File: src/rtl/mem_access_ctrl.sv
// MEM-stage access controller: turns byte-addressed MIPS loads/stores into
// word accesses on a word-only data memory. Sub-word stores use
// read-modify-write. Load results are aligned and extended. The upstream
// pipeline is stalled while a multi-cycle access is in flight.
module mem_access_ctrl #(
    parameter int LITTLE_ENDIAN  = 1,
    parameter int MISALIGN_CHECK = 1
) (
    input  logic        clk,
    input  logic        reset,
    input  logic [3:0]  mem_op,
    input  logic [31:0] addr,
    input  logic [31:0] store_data,
    output logic        MemRead,
    output logic        MemWrite,
    output logic [31:0] Addr,
    output logic [31:0] Wdata,
    input  logic [31:0] Rdata,
    output logic [31:0] load_data,
    output logic        load_valid,
    output logic        stall,
    output logic        misalign
);

    localparam logic [3:0] OP_LW  = 4'b0001;
    localparam logic [3:0] OP_LH  = 4'b0010;
    localparam logic [3:0] OP_LHU = 4'b0011;
    localparam logic [3:0] OP_LB  = 4'b0100;
    localparam logic [3:0] OP_LBU = 4'b0101;
    localparam logic [3:0] OP_SW  = 4'b1001;
    localparam logic [3:0] OP_SH  = 4'b1010;
    localparam logic [3:0] OP_SB  = 4'b1100;

    typedef enum logic [2:0] {
        IDLE      = 3'd0,
        LOAD_WAIT = 3'd1,
        LOAD_RESP = 3'd2,
        RMW_WAIT  = 3'd3,
        RMW_WRITE = 3'd4
    } state_t;

    state_t      state_r;
    state_t      state_next_s;
    logic [31:0] merge_r;
    logic        misaligned_s;
    logic        is_load_s;
    logic        is_rmw_s;

    // Physical byte slot inside the memory word for byte address offset a.
    function automatic logic [1:0] byte_slot(input logic [1:0] a);
        if (LITTLE_ENDIAN != 0) byte_slot = a;
        else                    byte_slot = 2'd3 - a;
    endfunction

    // Physical halfword slot; only addr[1] matters, addr[0] is ignored.
    function automatic logic half_slot(input logic a1);
        if (LITTLE_ENDIAN != 0) half_slot = a1;
        else                    half_slot = ~a1;
    endfunction

    function automatic logic [31:0] format_load(input logic [3:0]  op,
                                                input logic [1:0]  a,
                                                input logic [31:0] word);
        logic [7:0]  b;
        logic [15:0] h;
        b = word[{byte_slot(a), 3'b000} +: 8];
        h = word[{half_slot(a[1]), 4'b0000} +: 16];
        case (op)
            OP_LW:   format_load = word;
            OP_LH:   format_load = {{16{h[15]}}, h};
            OP_LHU:  format_load = {16'h0000, h};
            OP_LB:   format_load = {{24{b[7]}}, b};
            OP_LBU:  format_load = {24'h000000, b};
            default: format_load = 32'h0000_0000;
        endcase
    endfunction

    function automatic logic [31:0] merge_store(input logic [3:0]  op,
                                                input logic [1:0]  a,
                                                input logic [31:0] word,
                                                input logic [31:0] data);
        logic [31:0] r;
        r = word;
        case (op)
            OP_SB:   r[{byte_slot(a), 3'b000} +: 8]      = data[7:0];
            OP_SH:   r[{half_slot(a[1]), 4'b0000} +: 16] = data[15:0];
            default: r = word;
        endcase
        merge_store = r;
    endfunction

    assign Addr = {2'b00, addr[31:2]};

    // Classify the incoming request.
    always_comb begin
        is_load_s = (mem_op == OP_LW) || (mem_op == OP_LH) || (mem_op == OP_LHU) ||
                    (mem_op == OP_LB) || (mem_op == OP_LBU);
        is_rmw_s  = (mem_op == OP_SH) || (mem_op == OP_SB);
        misaligned_s = 1'b0;
        if (MISALIGN_CHECK != 0) begin
            case (mem_op)
                OP_LW, OP_SW:         misaligned_s = (addr[1:0] != 2'b00);
                OP_LH, OP_LHU, OP_SH: misaligned_s = addr[0];
                default:              misaligned_s = 1'b0;
            endcase
        end else begin
            misaligned_s = 1'b0;
        end
    end

    // Next-state and strobe decode; reset forces every strobe low.
    always_comb begin
        state_next_s = state_r;
        MemRead      = 1'b0;
        MemWrite     = 1'b0;
        Wdata        = store_data;
        stall        = 1'b0;
        misalign     = 1'b0;
        load_valid   = 1'b0;
        if (reset) begin
            state_next_s = IDLE;
        end else begin
            case (state_r)
                IDLE: begin
                    if (misaligned_s) begin
                        misalign = 1'b1;
                    end else if (mem_op == OP_SW) begin
                        MemWrite = 1'b1;
                    end else if (is_load_s) begin
                        MemRead      = 1'b1;
                        stall        = 1'b1;
                        state_next_s = LOAD_WAIT;
                    end else if (is_rmw_s) begin
                        MemRead      = 1'b1;
                        stall        = 1'b1;
                        state_next_s = RMW_WAIT;
                    end else begin
                        state_next_s = IDLE;
                    end
                end
                LOAD_WAIT: begin
                    stall        = 1'b1;
                    state_next_s = LOAD_RESP;
                end
                LOAD_RESP: begin
                    load_valid   = 1'b1;
                    state_next_s = IDLE;
                end
                RMW_WAIT: begin
                    stall        = 1'b1;
                    state_next_s = RMW_WRITE;
                end
                RMW_WRITE: begin
                    MemWrite     = 1'b1;
                    Wdata        = merge_r;
                    state_next_s = IDLE;
                end
                default: begin
                    state_next_s = IDLE;
                end
            endcase
        end
    end

    // State register plus the load-result and merge-word registers.
    always_ff @(posedge clk) begin
        if (reset) begin
            state_r   <= IDLE;
            load_data <= 32'h0000_0000;
            merge_r   <= 32'h0000_0000;
        end else begin
            state_r <= state_next_s;
            if (state_r == LOAD_WAIT) begin
                load_data <= format_load(mem_op, addr[1:0], Rdata);
            end
            if (state_r == RMW_WAIT) begin
                merge_r <= merge_store(mem_op, addr[1:0], Rdata, store_data);
            end
        end
    end

endmodule
File: config.mk
export PLATFORM = sky130hd
export DESIGN_NAME = mem_access_ctrl
export DESIGN_NICKNAME = d
export VERILOG_FILES = /design/src/rtl/mem_access_ctrl.sv
export SDC_FILE = /design/constraint.sdc
export NUM_CORES = 1
export LEC_CHECK = 0
export CAP_MARGIN = 40
export CORE_MARGIN = 2
export CORE_UTILIZATION = 46
export DETAILED_ROUTE_END_ITERATION = 6
export GPL_ROUTABILITY_DRIVEN = 1
export PLACE_DENSITY = 0.88
export SETUP_SLACK_MARGIN = 0.02
export SLEW_MARGIN = 20
export SYNTH_ARGS = -nofsm -noshare
export SYNTH_HDL_FRONTEND = slang
export SYNTH_SLANG_ARGS = --single-unit
File: constraint.sdc
create_clock -name clk -period 3.7 [get_ports clk]
set_input_delay 0.37 -clock clk [delete_from_list [all_inputs] [get_ports clk]]
set_output_delay 0.37 -clock clk [all_outputs]
set_load 0.03 [all_outputs]
==> metrics.md <==
| Metric | Value |
|---|---|
| Max_cap viols | `0` |
| Drt wl/cell | `20.75 um` |
| Cell depth of the worst hold path | `1` |
| Hold Path Sink | `load_data[15]` |
| Register area share after synthesis | `between 30 and 40%` |
| Final net count | `roughly 700` |
| Hold wc startpoint | `load_data[15]` |
| Post-route setup slack | `~650 ps` |
| Status | `finished, final reports clean` |
| Tmin final | `3047 ps` |
| Worst setup EP type | `output pin` |
| Sw frac | `about 29%` |
| Pins Over Slew Limit | `0` |
| Setup violations, final | `0` |
| Count leader, synth | `dfxtp_1` |
| CTS Hold Buffers Added | `0` |
| Post-synth top area share | `just over 30%` |
| Critical-path maximum fanout | `32` |
| Mux cell area share after synthesis | `12.94%` |
| Startpoint types | `flop` |
| Drt total wl | `between 15 and 20 mm` |
| P_sw | `around 550 uW` |
| Pre-Repair DR Iteration Count | `7` |
| GRT overflow | `0` |
| Cts bufs inserted | `9` |
| Filler Cell Count | `820` |
| First-pass GRT wire length | `about 23 mm` |
| RR Startpoint | `state_r[2]` |
| Core area | `9284 sq um` |
| Crit-path cells | `or2_2, nor3b_4, buf_4, mux2_2, clkdlybuf4s50_1` |
| Simple-gate share of the synthesized area | `12.68%` |
| VDD IR max | `0.2201 mV` |
| Initial antenna violation count | `1` |
| DR vias | `roughly 4,600` |
| Internal | `1.373 mW` |
| Syn avg cell area | `8.768 sq um` |
| Final hold vios | `0` |
| Data required, critical path | `about 3300 ps` |
| Reg clk slew, reported paths | `70 ps` |
| Ys async rst share | `0%` |
| Top post-synthesis cells by area | `dfxtp_1 (30%), mux2_2 (12%), a22oi_1 (5.4%)` |
| Gate count after technology mapping | `between 500 and 600` |
| Largest family of logic cells by synthesized area | `compound AO/OA/AOI/OAI gates` |
| Top FF cell, synth | `dfxtp_1` |
| Max_slew headroom | `a little under half` |
| Ys Warns | `0` |
| CTS root buffer | `clkbuf_8` |
| Reg2Reg Setup Slack | `about 1900 ps` |
| Initial drt markers | `506` |
| RSZ-0062 raised after global routing | `false` |
| Seq pwr share | `39.5%` |
| Ant diodes | `0` |
| Post-DR vias/cell | `roughly 6.3` |
| DP Cell Count | `712` |
| Sum of negative setup slack | `0 ps` |
| Area Overhead vs Synth | `33.49%` |
| Static Leak | `roughly 2.2 nW` |
| Hold Path Class | `reg2reg` |
| Combinational fraction of design power | `a little under a quarter` |
| Die area | `between 10,000 and 15,000 sq um` |
| Tot GR Track Use | `around 28%` |
| Die Ht | `102.0 um` |
| H-tree Lvls | `3` |
| Critical path data arrival time | `about 2700 ps` |
| R2r endpoint | `load_data[9]` |
| IO Pins | `about 200` |
| Pwr dens | `roughly 330 nW/um^2` |
| Worst skew pair latency | `approximately 340 ps` |
| Synthesized cell area | `approximately 4400 sq um` |
| Clock share of power | `36.5%` |
| Multi-input logic area | `approximately 2600 sq um` |
| Clock sinks | `67` |
| Number of global-route vias before repair | `about 4,400` |
| Final period util | `between 80 and 90%` |
| Post-synth EDFFs | `0` |
| Adder-cell area share of the yosys netlist | `about 1.4%` |
| Pin count of the biggest net entering global routing | `41` |
| RePlAce Congestion | `around 0.97` |
| CP peak stage delay | `between 600 and 700 ps` |
| Hpwl dp | `around 11 mm` |
| Critical path class | `reg2out` |
| Seq cells post-synth | `67` |
| Yosys top cell by area | `dfxtp_1` |
| Post-cts repair resize count | `0` |
| Antenna Nets Post-Route | `0` |
| Chip Width | `102.0 um` |
| Synth cell types | `49` |
| Clk buf depth | `2` |
| Port Buffer Count | `140` |
| Drt drc | `0` |
| # Post-CTS Setup Buffers | `0` |
| Fmax | `~330 MHz` |
| Tightest Pin Transition | `~800 ps` |
| Final cell count without fillers | `730` |
| Synth Area in Compound Gates | `between 30% and 40%` |
| Register area | `about 1300 sq um` |
| Final total power | `1.923 mW` |
| Fin Clk Skew | `slightly above 8 ps` |
| Worst path slowest cell | `clkdlybuf4s50_1` |
| CTS tree | `built` |
| Placed cell area | `5659 sq um` |
| FP Rows | `35` |
| Worst Reg-to-Reg Cells | `4` |
| Cell area after layout | `5899 sq um` |
| Pre-CTS setup slack | `804.7 ps` |
| Post-Synth XOR/XNOR Area | `0%` |
| Commonest cells in the synthesized netlist | `dfxtp_1 (67), mux2_2 (47), nor2_1 (40), o21ai_0 (40), a21oi_1 (34)` |
| Share of layout cells above drive strength 1 | `between 15 and 20%` |
| Initial core utilization | `47.60%` |
## registers in the layout (all words and copies together), names as in the netlist
name       flops
load_data     32
merge_r       32
state_r        3
## worst max-delay path, delay by kind of cell, from the launching register on
family / cells / cell delay [ps]
simple gates: 2 / 550
mux: 1 / 400
buf+inv: 2 / 1000
flops: 1 / 370
## layer usage
layer / global-route usage [%] / part of all wire (%)
met1: 36.85 / 41
met2: 45.50 / 47
met3: 6.498 / 9.3
met4: 10.67 / 2.5
met5: 0 / 0.073
## final cells by class
class / instances / area share [%]
timing repair buffer: 156 / 25.66
clock buffer: 12 / 2.630
multi-input combinational: 356 / 44.62
inverter: 6 / 0.3818
clock inverter: 4 / 1.230
sequential: 67 / 22.74
tap: 129 / 2.736
## power by group through the flow
stage                     combinational, mW  sequential, mW  clock (mW)
after detailed placement              0.453           0.776           0
after global routing                  0.487           0.762       0.740
after floorplan                       0.290           0.789           0
after global placement                0.446           0.775           0
after CTS                             0.456           0.760       0.707
final                                 0.462           0.760       0.701
## per-stage QoR
stage                     utilization, %  hold slack (ps)
after detailed placement           60.96            450.5
after global placement             60.96            450.3
final                              63.54            462.0
after global routing               63.54            483.1
after floorplan                        -            465.2
after CTS                          63.41            467.9
## how the worst max path moves through the flow
stage / start / to / depth (start not counted)
6_report: state_r[0] / Wdata[10] / 5
5_1_grt: state_r[0] / Wdata[0] / 5
4_1_cts: state_r[0] / Wdata[10] / 5
3_5_place_dp: addr[0] / misalign / 7
3_3_place_gp: addr[0] / misalign / 7
2_1_floorplan: addr[1] / stall / 8
## logic make-up after synthesis
family	Yosys count
mux	50
compound gates	204
flops	67
simple gates	95
other cells	1
fa+ha+maj	5
buf+inv	82
## cell usage in the layout (no fill, tap or decap), drive strengths merged, types with 6 or more instances in the layout
| master | n |
|---|---|
| clkbuf | 12 |
| dfxtp | 67 |
| o21ai | 43 |
| a22o | 24 |
| nor4b | 6 |
| a21oi | 34 |
| a22oi | 32 |
| a222oi | 7 |
| a221o | 8 |
| and3 | 8 |
| a211o | 10 |
| buf | 18 |
| nor2 | 40 |
| o22ai | 16 |
| a32oi | 16 |
| clkdlybuf4s50 | 138 |
| a211oi | 9 |
| nor3 | 7 |
| mux2 | 47 |
| inv | 6 |
Power figures use the tool's default switching activity.
